--- config.mk ---
export PLATFORM = sky130hd
export DESIGN_NAME = ksa2_serial_seq
export DESIGN_NICKNAME = d
export VERILOG_FILES = /design/src/rtl/ksa2_serial_seq.sv
export SDC_FILE = /design/constraint.sdc
export NUM_CORES = 1
export LEC_CHECK = 0
export ABC_AREA = 1
export CAP_MARGIN = 20
export CORE_MARGIN = 2
export CORE_UTILIZATION = 55
export DETAILED_ROUTE_END_ITERATION = 12
export PLACE_DENSITY = 0.83
export SYNTH_ARGS = -nofsm -noshare
export SYNTH_HDL_FRONTEND = slang
export SYNTH_SLANG_ARGS = --single-unit
--- constraint.sdc ---
create_clock -name clk -period 2.9 [get_ports clk]
set_input_delay 0.435 -clock clk [delete_from_list [all_inputs] [get_ports clk]]
set_output_delay 0.435 -clock clk [all_outputs]
set_load 0.02 [all_outputs]
--- src/rtl/ksa2_serial_seq.sv ---
// Digit-serial adder: one 2-bit Kogge-Stone slice is reused across WIDTH/2 cycles,
// with a registered carry between digits and valid/ready handshakes on both sides.
module ksa2_serial_seq #(
  parameter int unsigned WIDTH = 8,
  localparam int unsigned CW = ((WIDTH / 2) > 1) ? $clog2(WIDTH / 2) : 1
) (
  input  logic             clk,
  input  logic             rst,
  input  logic             in_valid,
  output logic             in_ready,
  input  logic [WIDTH-1:0] in_a,
  input  logic [WIDTH-1:0] in_b,
  input  logic             in_cin,
  output logic             out_valid,
  input  logic             out_ready,
  output logic [WIDTH-1:0] out_sum,
  output logic             out_cout,
  output logic             busy
);

  localparam int unsigned DIGITS = WIDTH / 2;
  localparam logic [CW-1:0] LAST_DIGIT = CW'(DIGITS - 1);

  if ((WIDTH < 2) || ((WIDTH % 2) != 0)) begin : g_bad_width
    $error("ksa2_serial_seq: WIDTH must be even and >= 2");
  end

  typedef enum logic [1:0] {
    IDLE = 2'd0,
    RUN  = 2'd1,
    DONE = 2'd2
  } state_t;

  state_t           state;
  logic [WIDTH-1:0] a_sr;
  logic [WIDTH-1:0] b_sr;
  logic [WIDTH-1:0] sum_sr;
  logic             carry;
  logic [CW-1:0]    cnt;

  logic g0, p0, g1, p1, g10, p10, c1;
  logic sum0, sum1, slice_cout;
  logic [WIDTH-1:0] sum_next;

  // 2-bit Kogge-Stone slice: one prefix level merges (g1,p1) with (g0,p0)
  always_comb begin
    g0         = a_sr[0] & b_sr[0];
    p0         = a_sr[0] ^ b_sr[0];
    g1         = a_sr[1] & b_sr[1];
    p1         = a_sr[1] ^ b_sr[1];
    g10        = g1 | (p1 & g0);
    p10        = p1 & p0;
    c1         = g0 | (p0 & carry);
    sum0       = p0 ^ carry;
    sum1       = p1 ^ c1;
    slice_cout = g10 | (p10 & carry);
    // New digit enters at the MSB end; after DIGITS shifts digit 0 sits at the LSB
    sum_next   = WIDTH'({sum1, sum0, sum_sr} >> 2);
  end

  always_ff @(posedge clk or posedge rst) begin
    if (rst) begin
      state     <= IDLE;
      in_ready  <= 1'b1;
      out_valid <= 1'b0;
      busy      <= 1'b0;
      out_sum   <= '0;
      out_cout  <= 1'b0;
      carry     <= 1'b0;
      cnt       <= '0;
      a_sr      <= '0;
      b_sr      <= '0;
      sum_sr    <= '0;
    end else begin
      case (state)
        IDLE: begin
          if (in_valid && in_ready) begin
            a_sr     <= in_a;
            b_sr     <= in_b;
            carry    <= in_cin;
            cnt      <= '0;
            in_ready <= 1'b0;
            busy     <= 1'b1;
            state    <= RUN;
          end
        end
        RUN: begin
          sum_sr <= sum_next;
          carry  <= slice_cout;
          a_sr   <= a_sr >> 2;
          b_sr   <= b_sr >> 2;
          cnt    <= cnt + CW'(1);
          // Publish the result only once complete so out_sum stays stable otherwise
          if (cnt == LAST_DIGIT) begin
            out_sum   <= sum_next;
            out_cout  <= slice_cout;
            out_valid <= 1'b1;
            state     <= DONE;
          end
        end
        DONE: begin
          if (out_ready) begin
            out_valid <= 1'b0;
            in_ready  <= 1'b1;
            busy      <= 1'b0;
            state     <= IDLE;
          end
        end
        default: begin
          out_valid <= 1'b0;
          in_ready  <= 1'b1;
          busy      <= 1'b0;
          state     <= IDLE;
        end
      endcase
    end
  end

endmodule

==> flow_summary_export.csv <==
group,metric,value,unit
clock_network,h_tree_depth_reported_by_cts,2,
layout,design.final.nets,271,
yosys,edff_count_synth,0,
yosys,yosysMostFrequentCell,"nand2_1",
clock_network,post_cts_setup_driven_buffer_insertion_count,0,
clock_network,cts_tree,"done",
outcome,status,"completed",
detailed_routing,drt-wirelength-per-cell,10.9,um
global_routing,grt_util_all_layers,19.8,%
global_routing,grt_start_max_net_pins,40,
detailed_routing,first_pass_iters,4,
flow_run,number_of_max_cap_violations,0,
clock_network,cts_inserted_buffers,5,
layout,final_layout_size_suffix_gt1_share,9.72,%
detailed_routing,detail_route.drc_violations,0,
die,initial_utilization,59.0,%
sta,worst_slack,0.946,ns
sta,slew-limit-headroom,67.7,%
layout,post_layout_nonfiller_instances,291,
yosys,synth_commonest_cells,"nand2_1 (112), dfrtp_1 (38), inv_1 (11)",
worst_setup_path,critical-path-max-stage-delay,0.60,ns
hold_path,min_path_type,"reg -> reg",
pwr,leakage_power,1.14,nW
die,core.rowCount,20,
die,floorplan.core_area,3100,sq um
clock_network,clock_transition_at_the_registers_of_the_reported_paths,0.10,ns
die,design.die.area,3800,sq um
global_routing,via_count_of_the_first_global_routing_pass,1337,
pwr,pwr_cell_area,1050,nW/um^2
yosys,synth.distinct_cells,25,
placed_design,routabilityCongestion,0.787,
yosys,synth-warning-count,0,
detailed_routing,detail_route.iter0.violations,79,
layout,antenna_diode_instance_count,0,
sta,setup_viol_count_final,0,
sta,max_slew.worst_pin.slew,0.485,ns
placed_design,port_buffers,32,
die,die-width,61.7,um
sta,fin_setup_tns,0,ns
clock_network,post_cts_resized,0,
global_routing,grt_first_pass_wirelength,5520,um
placed_design,placement.setup.worst_slack,1.19,ns
yosys,post_synth_main_area_contributors,"dfrtp_1 (52%), nand2_1 (23%), nand3_1 (2.5%), o21ai_2 (2.4%), inv_1 (2.3%)",
layout,n_fill_cell,278,
clock_network,clk_latency,0.35,ns
detailed_routing,avgViaCountPerCell,4.91,
yosys,cell_area_after_technology_mapping,1830,sq um
sta,report.final.slew_viol_count,0,
worst_setup_path,critical_path_required,2.47,ns
yosys,syn_nets,238,
sta,final_hold_viol_count,0,
clock_network,clock_root_buffer,"clkbuf_4",
placed_design,detailed_place.area,2120,sq um
worst_setup_path,critical_path.endpoint_type,"output pin",
layout,post-route-cell-area,2210,sq um
detailed_routing,drt_wl_total,3190,um
worst_setup_path,cp_cell_sequence,"clkdlybuf4s50_1",
layout,area_growth,20.7,%
global_routing,antenna_found_initial,0,
die,die_h,61.7,um
detailed_routing,vias,1429,
sta,finalWorstPathRequiredPeriod,1.95,ns
worst_setup_path,critical_path_buf_inv_count,1,
placed_design,place.detailed.hpwl,2240,um
yosys,async_flop_share,100,%
yosys,synth_seq_cells,39,
clock_network,postCtsHoldBufs,0,
placed_design,dpl.cell_count,283,
detailed_routing,drtAntennaViolNets,0,
clock_network,clockBufferDepth,2,
yosys,synthDominantCellAreaShare,52.0,%
worst_setup_path,worst-setup-path-type,"reg -> out",
sta,final_min_period_over_clock_period,67.4,%
yosys,synth-seq-area-share,53.4,%
worst_setup_path,critical_path.slowest_cell,"clkdlybuf4s50_1",
sta,rsz0062_at_grt,"false",
worst_setup_path,critPathTopFamily,"buffers and inverters",
die,boundaryPins,33,
yosys,synthDominantAreaCellType,"dfrtp_1",
worst_setup_path,cp-start-kind,"flop",
sta,timing.fmax,512,MHz
clock_network,clock_sinks,39,
sta,worst_clock_skew,0.0104,ns
worst_setup_path,worst-path-max-fanout,4,
yosys,post_synth_top_flop,"dfrtp_1",
worst_setup_path,timing.critical_path.arrival,1.52,ns
global_routing,global_route.overflow_total,0,
yosys,synthesis.instances,213,
yosys,syn_avg_cell_area,8.59,sq um
pwr,max-vdd-ir-drop,0.475,mV
## layout by cell type, fill, tap and decap left out
cell type        Yosys  routed
dfrtp_1             38      38
nor2_1               3       3
clkbuf_8             0       1
inv_1               11      11
o21ai_0              8       8
clkdlybuf4s50_1      0      32
dfstp_2              1       1
inv_4                1       1
nand2_4              1       1
buf_4                1       1
o21a_1               1       1
inv_2                3       3
nand3b_1             1       1
fa_1                 1       1
nand3_2              1       1
ha_1                 3       3
clkinv_2             0       1
a21oi_1              2       2
bufinv_16            0       1
nor2_4               1       1
nand3_1              9       9
o21ai_2              5       5
xnor2_1              1       1
nand2_1            112     112
nand2_2              2       2
o21ai_1              1       1
clkbuf_4             0       5
## worst register-to-register path, stage by stage, from the launching register on
cell and delay [ns]:
dfrtp_1 0.45, inv_2 0.08, nand2_4 0.27, nand2_2 0.27, inv_4 0.23, nand2_1 0.07
nand2_1 0.07
## path summary, 6_finish.rpt
path | to | start | slack, ns | depth (start not counted)
setup / recovery | in_ready | in_ready$_DFFE_PP1P_ | 0.95 | 1
hold / removal | busy$_DFFE_PP0P_ | busy$_DFFE_PP0P_ | 0.49 | 2
setup reg to reg | b_sr[5]$_DFFE_PP0P_ | state[1]$_DFFE_PP0P_ | 1.40 | 6
hold reg to reg | busy$_DFFE_PP0P_ | busy$_DFFE_PP0P_ | 0.49 | 2
max in group asynchronous | in_ready$_DFFE_PP1P_ | rst | 2.05 | 3
min in group asynchronous | out_sum[2]$_DFFE_PP0P_ | rst | 0.50 | 3
## per-layer routing
metal | global-route usage, % | part of all wire (%)
met1 | 23.5 | 44
met2 | 34.4 | 50
met3 | 5.88 | 5.4
met4 | 6.38 | 1.0
met5 | 0 | 0
## layout make-up
class | count | area (sq um) | share of cell area (%)
clock inverters | 2 | 35.0 | 1.59
inverters | 15 | 58.8 | 2.66
clock buffers | 6 | 51.3 | 2.32
repair buffers | 33 | 328 | 14.9
well taps | 44 | 55.1 | 2.49
multi-input cells | 152 | 702 | 31.8
flip-flops and latches | 39 | 977 | 44.3
## cell families (layout without fill, tap and decap cells)
family	count (synthesis)	in the layout	share of synthesized area, %
adders and majority gates	4	4	3.15
and+or+nand+nor	130	130	28.9
xor gates and xnor gates	1	1	0.479
DFF	39	39	53.4
AOI/OAI and AO/OA	17	17	5.81
buffers and inverters	22	56	8.21
## power by group
part / internal [mW] / switching (mW)
Sequential: 0.785 / 0.140
Clock: 0.204 / 0.177
Combinational: 0.400 / 0.621
Total: 1.39 / 0.939
## flip-flops by register name, indices dropped and copies added, names as in the netlist
| signal | cells |
|---|---|
| out_valid | 1 |
| b_sr | 8 |
| a_sr | 8 |
| out_sum | 8 |
| in_ready | 1 |
| sum_sr | 6 |
| carry | 1 |
| cnt | 2 |
| state | 2 |
| busy | 1 |
| out_cout | 1 |
## stage by stage
step	power [mW]	hold slack [ns]	util, %
global placement	1.93	0.454	68.3
global route	2.53	0.515	71.1
floorplan	1.75	0.442	-
detailed placement	1.97	0.460	68.3
finish	2.33	0.487	71.1
CTS	2.35	0.489	71.1
Power figures use the tool's default switching activity.
